<file path="config.mk">
export PLATFORM = sky130hd
export DESIGN_NAME = mem_arbiter
export DESIGN_NICKNAME = d
export VERILOG_FILES = /design/src/rtl/mem_arbiter.sv
export SDC_FILE = /design/constraint.sdc
export NUM_CORES = 1
export LEC_CHECK = 0
export ABC_AREA = 1
export BUFFER_PORTS_ARGS = -buffer_cell sky130_fd_sc_hd__buf_2
export CAP_MARGIN = 20
export CORE_MARGIN = 5
export CORE_UTILIZATION = 46
export DETAILED_ROUTE_END_ITERATION = 6
export PLACE_DENSITY_LB_ADDON = 0.12
export SLEW_MARGIN = 10
export SYNTH_ARGS = -nofsm -noshare
export SYNTH_HDL_FRONTEND = slang
export SYNTH_SLANG_ARGS = --single-unit
</file>
<file path="constraint.sdc">
create_clock -name clk_in -period 2.7 [get_ports clk_in]
set_input_delay 0.27 -clock clk_in [delete_from_list [all_inputs] [get_ports clk_in]]
set_output_delay 0.27 -clock clk_in [all_outputs]
set_load 0.01 [all_outputs]
</file>
<file path="src/rtl/mem_arbiter.sv">
// Arbiter/sequencer for the single shared MemoryController port: fetch, speculative loads
// and committed stores take turns, one latched command at a time, with flush-safe draining.
module mem_arbiter #(
  parameter int STARVE_LIMIT = 4
) (
  input  logic        clk_in,
  input  logic        rst_n_in,
  input  logic        rdy_in,
  input  logic        rob_clear,
  input  logic        if_valid,
  input  logic [31:0] if_addr,
  output logic        if_ready,
  input  logic        ld_valid,
  input  logic [31:0] ld_addr,
  input  logic [2:0]  ld_size,
  output logic        ld_ready,
  input  logic        st_valid,
  input  logic [31:0] st_addr,
  input  logic [2:0]  st_size,
  input  logic [31:0] st_data,
  output logic        st_done,
  output logic        mc_valid,
  output logic        mc_wr,
  output logic [31:0] mc_addr,
  output logic [2:0]  mc_len,
  output logic [31:0] mc_data,
  input  logic        mc_ready,
  input  logic [31:0] mc_res
);

  typedef enum logic [1:0] {IDLE, BUSY, DRAIN} state_t;
  typedef enum logic [1:0] {G_IF, G_LD, G_ST} grant_t;

  localparam logic [3:0] LIMIT = 4'(STARVE_LIMIT);

  state_t      state, state_nx;
  grant_t      grant, grant_nx;
  logic [3:0]  starve_cnt, starve_nx;
  logic        mc_valid_nx, mc_wr_nx;
  logic [31:0] addr_nx, data_nx;
  logic [2:0]  len_nx;
  logic        take, fin;
  grant_t      pick;

  // Requesters read mc_res directly; it is not routed through this block.
  logic res_unused;
  assign res_unused = ^mc_res;

  function automatic logic [3:0] sat_inc(input logic [3:0] v);
    return (v >= LIMIT) ? v : v + 4'd1;
  endfunction

  // Completion pulses are combinational so the requester sees them alongside mc_res.
  assign fin      = rdy_in && mc_ready && (state == BUSY);
  assign if_ready = fin && (grant == G_IF) && !rob_clear;
  assign ld_ready = fin && (grant == G_LD) && !rob_clear;
  assign st_done  = fin && (grant == G_ST);

  always_comb begin
    state_nx    = state;
    grant_nx    = grant;
    starve_nx   = starve_cnt;
    mc_valid_nx = mc_valid;
    mc_wr_nx    = mc_wr;
    addr_nx     = mc_addr;
    len_nx      = mc_len;
    data_nx     = mc_data;
    take        = 1'b0;
    pick        = G_IF;

    if (rdy_in) begin
      case (state)
        IDLE: begin
          if (!if_valid) starve_nx = '0;
          if (!rob_clear) begin
            if (st_valid) begin
              take = 1'b1; pick = G_ST;
            end else if (if_valid && starve_cnt == LIMIT) begin
              take = 1'b1; pick = G_IF;
            end else if (ld_valid) begin
              take = 1'b1; pick = G_LD;
            end else if (if_valid) begin
              take = 1'b1; pick = G_IF;
            end
          end
          if (take) begin
            state_nx    = BUSY;
            grant_nx    = pick;
            mc_valid_nx = 1'b1;
            mc_wr_nx    = (pick == G_ST);
            case (pick)
              G_ST:    begin addr_nx = st_addr; len_nx = st_size; data_nx = st_data; end
              G_LD:    begin addr_nx = ld_addr; len_nx = ld_size; data_nx = '0; end
              default: begin addr_nx = if_addr; len_nx = 3'b010; data_nx = '0; end
            endcase
            if (pick == G_IF)  starve_nx = '0;
            else if (if_valid) starve_nx = sat_inc(starve_cnt);
          end
        end
        BUSY: begin
          if (mc_ready) begin
            state_nx    = IDLE;
            mc_valid_nx = 1'b0;
          end else if (rob_clear && grant != G_ST) begin
            state_nx = DRAIN;
          end
        end
        DRAIN: begin
          if (mc_ready) begin
            state_nx    = IDLE;
            mc_valid_nx = 1'b0;
          end
        end
        default: state_nx = IDLE;
      endcase
    end
  end

  // Command register stage: reset clears everything since the controller aborts too.
  always_ff @(posedge clk_in) begin
    if (!rst_n_in) begin
      state      <= IDLE;
      grant      <= G_IF;
      starve_cnt <= '0;
      mc_valid   <= 1'b0;
      mc_wr      <= 1'b0;
      mc_addr    <= '0;
      mc_len     <= '0;
      mc_data    <= '0;
    end else begin
      state      <= state_nx;
      grant      <= grant_nx;
      starve_cnt <= starve_nx;
      mc_valid   <= mc_valid_nx;
      mc_wr      <= mc_wr_nx;
      mc_addr    <= addr_nx;
      mc_len     <= len_nx;
      mc_data    <= data_nx;
    end
  end

endmodule

</file>
* Word level (Yosys, flattened, before mapping)
Index checks and enable logic that the tools add are counted.
** Word-level totals
- Register bits after elaboration :: 77
- Output and inout bits :: 72
- Word-level logic and storage cells :: 71
** Cells by class
- Add/subtract/negate cells :: 1
- $lt $le $gt $ge :: 1
- Equality and inequality tests :: 13
- Mux-type cells :: 29
- Reductions and logical operators :: 19
** Operators by type and width (number)
- $pmux W32 S2 :: 1
- $mux W32 :: 1
- $mux W4 :: 5
- $mux W2 :: 8
- $mux W1 :: 11
- $logic_and A1 B1 Y1 :: 9
- $reduce_and A4 Y1 :: 2
- $eq A2 B1 Y1 const B :: 3
- $eq A2 B2 Y1 const B :: 3
- $logic_not A2 Y1 :: 3
- $pmux W2 S3 :: 1
- $pmux W3 S2 :: 1
- $reduce_and A3 Y1 :: 2
- $add A4 B1 Y4 const B :: 1
- $eq A4 B3 Y1 const B :: 1
- $ge A4 B3 Y1 const B :: 1
- $ne A2 B1 Y1 const B :: 2
- $ne A2 B2 Y1 const B :: 2
- $ne A4 B4 Y1 const B :: 1
- $ne A3 B2 Y1 const B :: 1
- $pmux W1 S2 :: 1
- $reduce_bool A2 Y1 :: 1
- $reduce_or A2 Y1 :: 1
- $logic_not A1 Y1 :: 1

* Depth between registers and ports, before layout
- Depth after elaboration :: 10
- Gate-level depth with buffers :: 13

* Worst setup path after synthesis
OpenSTA, ideal clock, no wires.
- Path type :: register to register
- From :: register state[0]
- To :: register mc_addr[0]
- Library setup time :: 0.109 ns
- Arrival :: 1.355 ns
- Path slack :: 1.236 ns
- Stages on the path, launching flop included :: 11
- Path buffers :: 1
- Clock period less this slack :: 1.464 ns
- Cells stage by stage :: dfxtp_1 -> inv_1 -> ha_1 -> nand2_1 -> inv_1 -> nand3_4 -> inv_2 -> buf_2 -> o21a_1 -> nand2_1 -> inv_1
** On the way
- Cells in the longest elaborated chain, start to end :: 2
** Ends and longest elaborated chain
- start, declared :: RTL line 36 : state_t state, state_nx;
- start signal, assigned :: RTL line 131 : state <= state_nx;
- $logic_not A2 Y1 :: RTL line 72 : case (state)
- $reduce_and A3 Y1 (no line)
- end signal, assigned :: RTL line 136 : mc_addr <= addr_nx;
- end, declared :: RTL line 24 : output logic [31:0] mc_addr,
Every way passes these cells.
A chain may end at the register's enable or synchronous reset.

* Final worst setup path
- From :: register state[0]
- To :: register mc_addr[13]
Same word-level chain as after synthesis.

==> metrics.md <==
| Metric | Value |
|---|---|
| Commonest non-fill, non-tap cell in the layout | buf_2 |
| Die Span Y | 100 um |
| Initial Util | a little under half |
| Final core occ | 61.9% |
| Slew margin rel. | between 50% and 60% |
| Total global-route track usage | 21.7% |
| Row count | 33 |
| Most frequent cells in the layout | 213 x buf_2, 195 x nand2_1, 76 x dfxtp_1 |
| H-Tree Level Count | 3 |
| CTS tree | yes |
| Leak pwr | roughly 2.7 nW |
| Post_cts resized | 0 |
| GPL Wtd Cong | approximately 0.82 |
| Critical Path Source Type | flip-flop |
| Count of cell instances traversed by the critical path | 11 |
| Final Cell Area | roughly 0.005 mm^2 |
| CTS sink cnt | between 70 and 80 |
| Fin Hold WS | ~170 ps |
| IO Port Bufs | approximately 210 |
| Inserted Clock Buffers | 9 |
| Max_cap viols | 0 |
| R2R depth | 11 |
| Hold Crit Class | input port to flip-flop |
| CP peak stage delay | around 390 ps |
| Syn. warnings | 0 |
| Crit path cell chain | inv_1, ha_1, nand2_1, inv_1, nand3_4, buf_4, nor2_1, nand2_1, nand3_1, nand2_1, inv_1 |
| Syn_area_per_cell | about 7 um^2 |
| Number of buffers and inverters on the critical path | 4 |
| Top cells by area, synth | dfxtp_1 41%, nand2_1 20%, a21oi_1 9.2% |
| Slowest CP cell | dfxtp_1 |
| Clock Skew | approximately 7.4 ps |
| I/O pin count | 246 |
| DR vias/cell | roughly 4.8 |
| Critical Path RT | 2950 ps |
| Yosys cell types | 26 |
| Hold Vio Cnt, Final | 0 |
| Min-Delay Endpoint | mc_data[5] |
| Reg2reg start | state[0] |
| First-pass GRT wire length | between 15,000 and 20,000 um |
| Pre-CTS WS | approximately 860 ps |
| Crit path DAT | 2110 ps |
| Antenna cells | 0 |
| Maximum clock path buffer count | 2 |
| Final WS setup | 840 ps |
| Cells after synthesis | ~550 |
| DP Area | between 0.004 and 0.005 mm^2 |
| Die W | 100 um |
| Hold Buf Count CTS | 0 |
| Total grt overflow | 0 |
| WL final | 11,200 um |
| DR iter-0 viols | around 170 |
| Vias in the first global route | between 3,000 and 4,000 |
| Drt wl/cell | 13.2 um |
| Largest net degree at the start of global routing | 38 |
| Post-synth top area cell | dfxtp_1 |
| CP endpoint kind | flip-flop |
| CP top delay family | buffers and inverters |
| Routed Antenna Nets | 0 |
| Worst-path clk slew | approximately 80 ps |
| Final Max Slew Viols | 0 |
| Final setup TNS | 0 ps |
| Final Cycle Share | between 60% and 70% |
| CP Launch Point | state[0] |
| Area share of the largest cell type after synthesis | between 40% and 50% |
| Clk_lat worst skew | 340 ps |
| #FFs+latches synth | between 70 and 80 |
| Power Density | approximately 530 mW/mm^2 |
| Post-route DRC | 0 |
| Unrepaired setup endpoints after global routing | no |
| Initial DRT Pass Iterations | 5 |
| DR vias | about 4,000 |
| Worst R2R End | mc_addr[13] |
| Sequential-to-total area share from yosys stat | 40.6% |
| Critical path class | flip-flop to flip-flop |
| Initial antenna violation count | 0 |
| Core Area | 0.00809 mm^2 |
| Detail Placement HPWL | 8280 um |
| Max Clk Rate | 538 MHz |
| Min-Delay Startpoint | st_data[5] |
| VDD IR-drop max | 0.350 mV |
| Tightest Pin Transition | just over 600 ps |
| Area Growth Syn to Fin | 33.6% |
| Synth Cell Area | 0.00375 mm^2 |
| Die area | ~0.010 mm^2 |
| Outcome | complete, no violations |
| Final net count | 925 |
| Share of layout cells above drive strength 1 | roughly 33% |
| CP max FO | 36 |
| CTS root buffer | clkbuf_8 |
| Final Setup Violations | 0 |
| R2R setup slack | approximately 840 ps |
| Post-CTS Setup Inserts | 0 |
| WHS Path Cells | 3 |
| Synth Net Count | slightly above 700 |
| Min Tclk post-route | 1860 ps |
-- layout make-up --
class	count	area, um^2
Multi-Input combinational cell	385	1840
Sequential cell	76	1520
Fill cell	760	3080
Clock buffer	9	124
Timing Repair Buffer	218	1100
Tap cell	105	131
Inverter	55	214
Clock inverter	5	78.8
-- cells by family after synthesis --
kind of cell / synth area share, %
buffers and inverters: 10.4
AO/OA/AOI/OAI: 16.3
flip-flops: 40.6
adder cells (fa/ha/maj): 2.00
AND/OR/NAND/NOR: 30.2
XOR/XNOR: 0.467
-- synthesized netlist by cell type --
cell and number:
nand2_2 3, nor2_2 3, nand2_4 3, nand3_4 1
clkbuf_1 8, inv_2 3, buf_12 1, inv_6 1
nor2_1 21, nand3_1 44, nor4_1 2, buf_2 15
a22oi_1 1, o21a_1 31, inv_1 50, buf_6 2
o21ai_0 1, a21boi_0 1, buf_4 4, ha_1 6
inv_4 1, dfxtp_1 76, a21oi_1 69, xor2_1 2
nand2_1 195, a31oi_1 2
-- worst min-delay path, stage by stage --
cell and delay [ps]:
buf_2 90, nand2_1 50, a21oi_1 50
-- how the worst max path moves through the flow --
stage / endpoint / slack, ps
floorplan: mc_addr[0] / 1240
global placement: mc_addr[13] / 900
detailed placement: mc_addr[13] / 860
CTS: mc_addr[13] / 850
global route: mc_addr[13] / 680
finish: mc_addr[13] / 840
-- layer usage --
layer  wire length, um  vias up  GRT usage [%]
met3              1250       18           7.44
met1              4520     1788           25.4
met5                 0        -              0
met2              5250      167           36.7
li1                  -     2124              -
met4               227        0           8.19
-- report_power, final --
part / internal, mW / switching [mW]
Clock: 0.509 / 0.402
Combinational: 0.228 / 0.304
Sequential: 1.19 / 0.0390
Total: 1.93 / 0.745
-- sequential cells by signal, indices dropped and copies added, names as in the netlist --
name        flops
grant           1
starve_cnt      4
mc_len          3
mc_valid        1
mc_wr           1
mc_data        32
state           2
mc_addr        32
-- through the flow --
stage               instances  total power, mW
floorplan                 546             1.57
global placement          839             1.78
detailed placement        839             1.79
CTS                       853             2.71
global route              853             2.84
finish                    853             2.67
(Power assumes the default switching activity.)
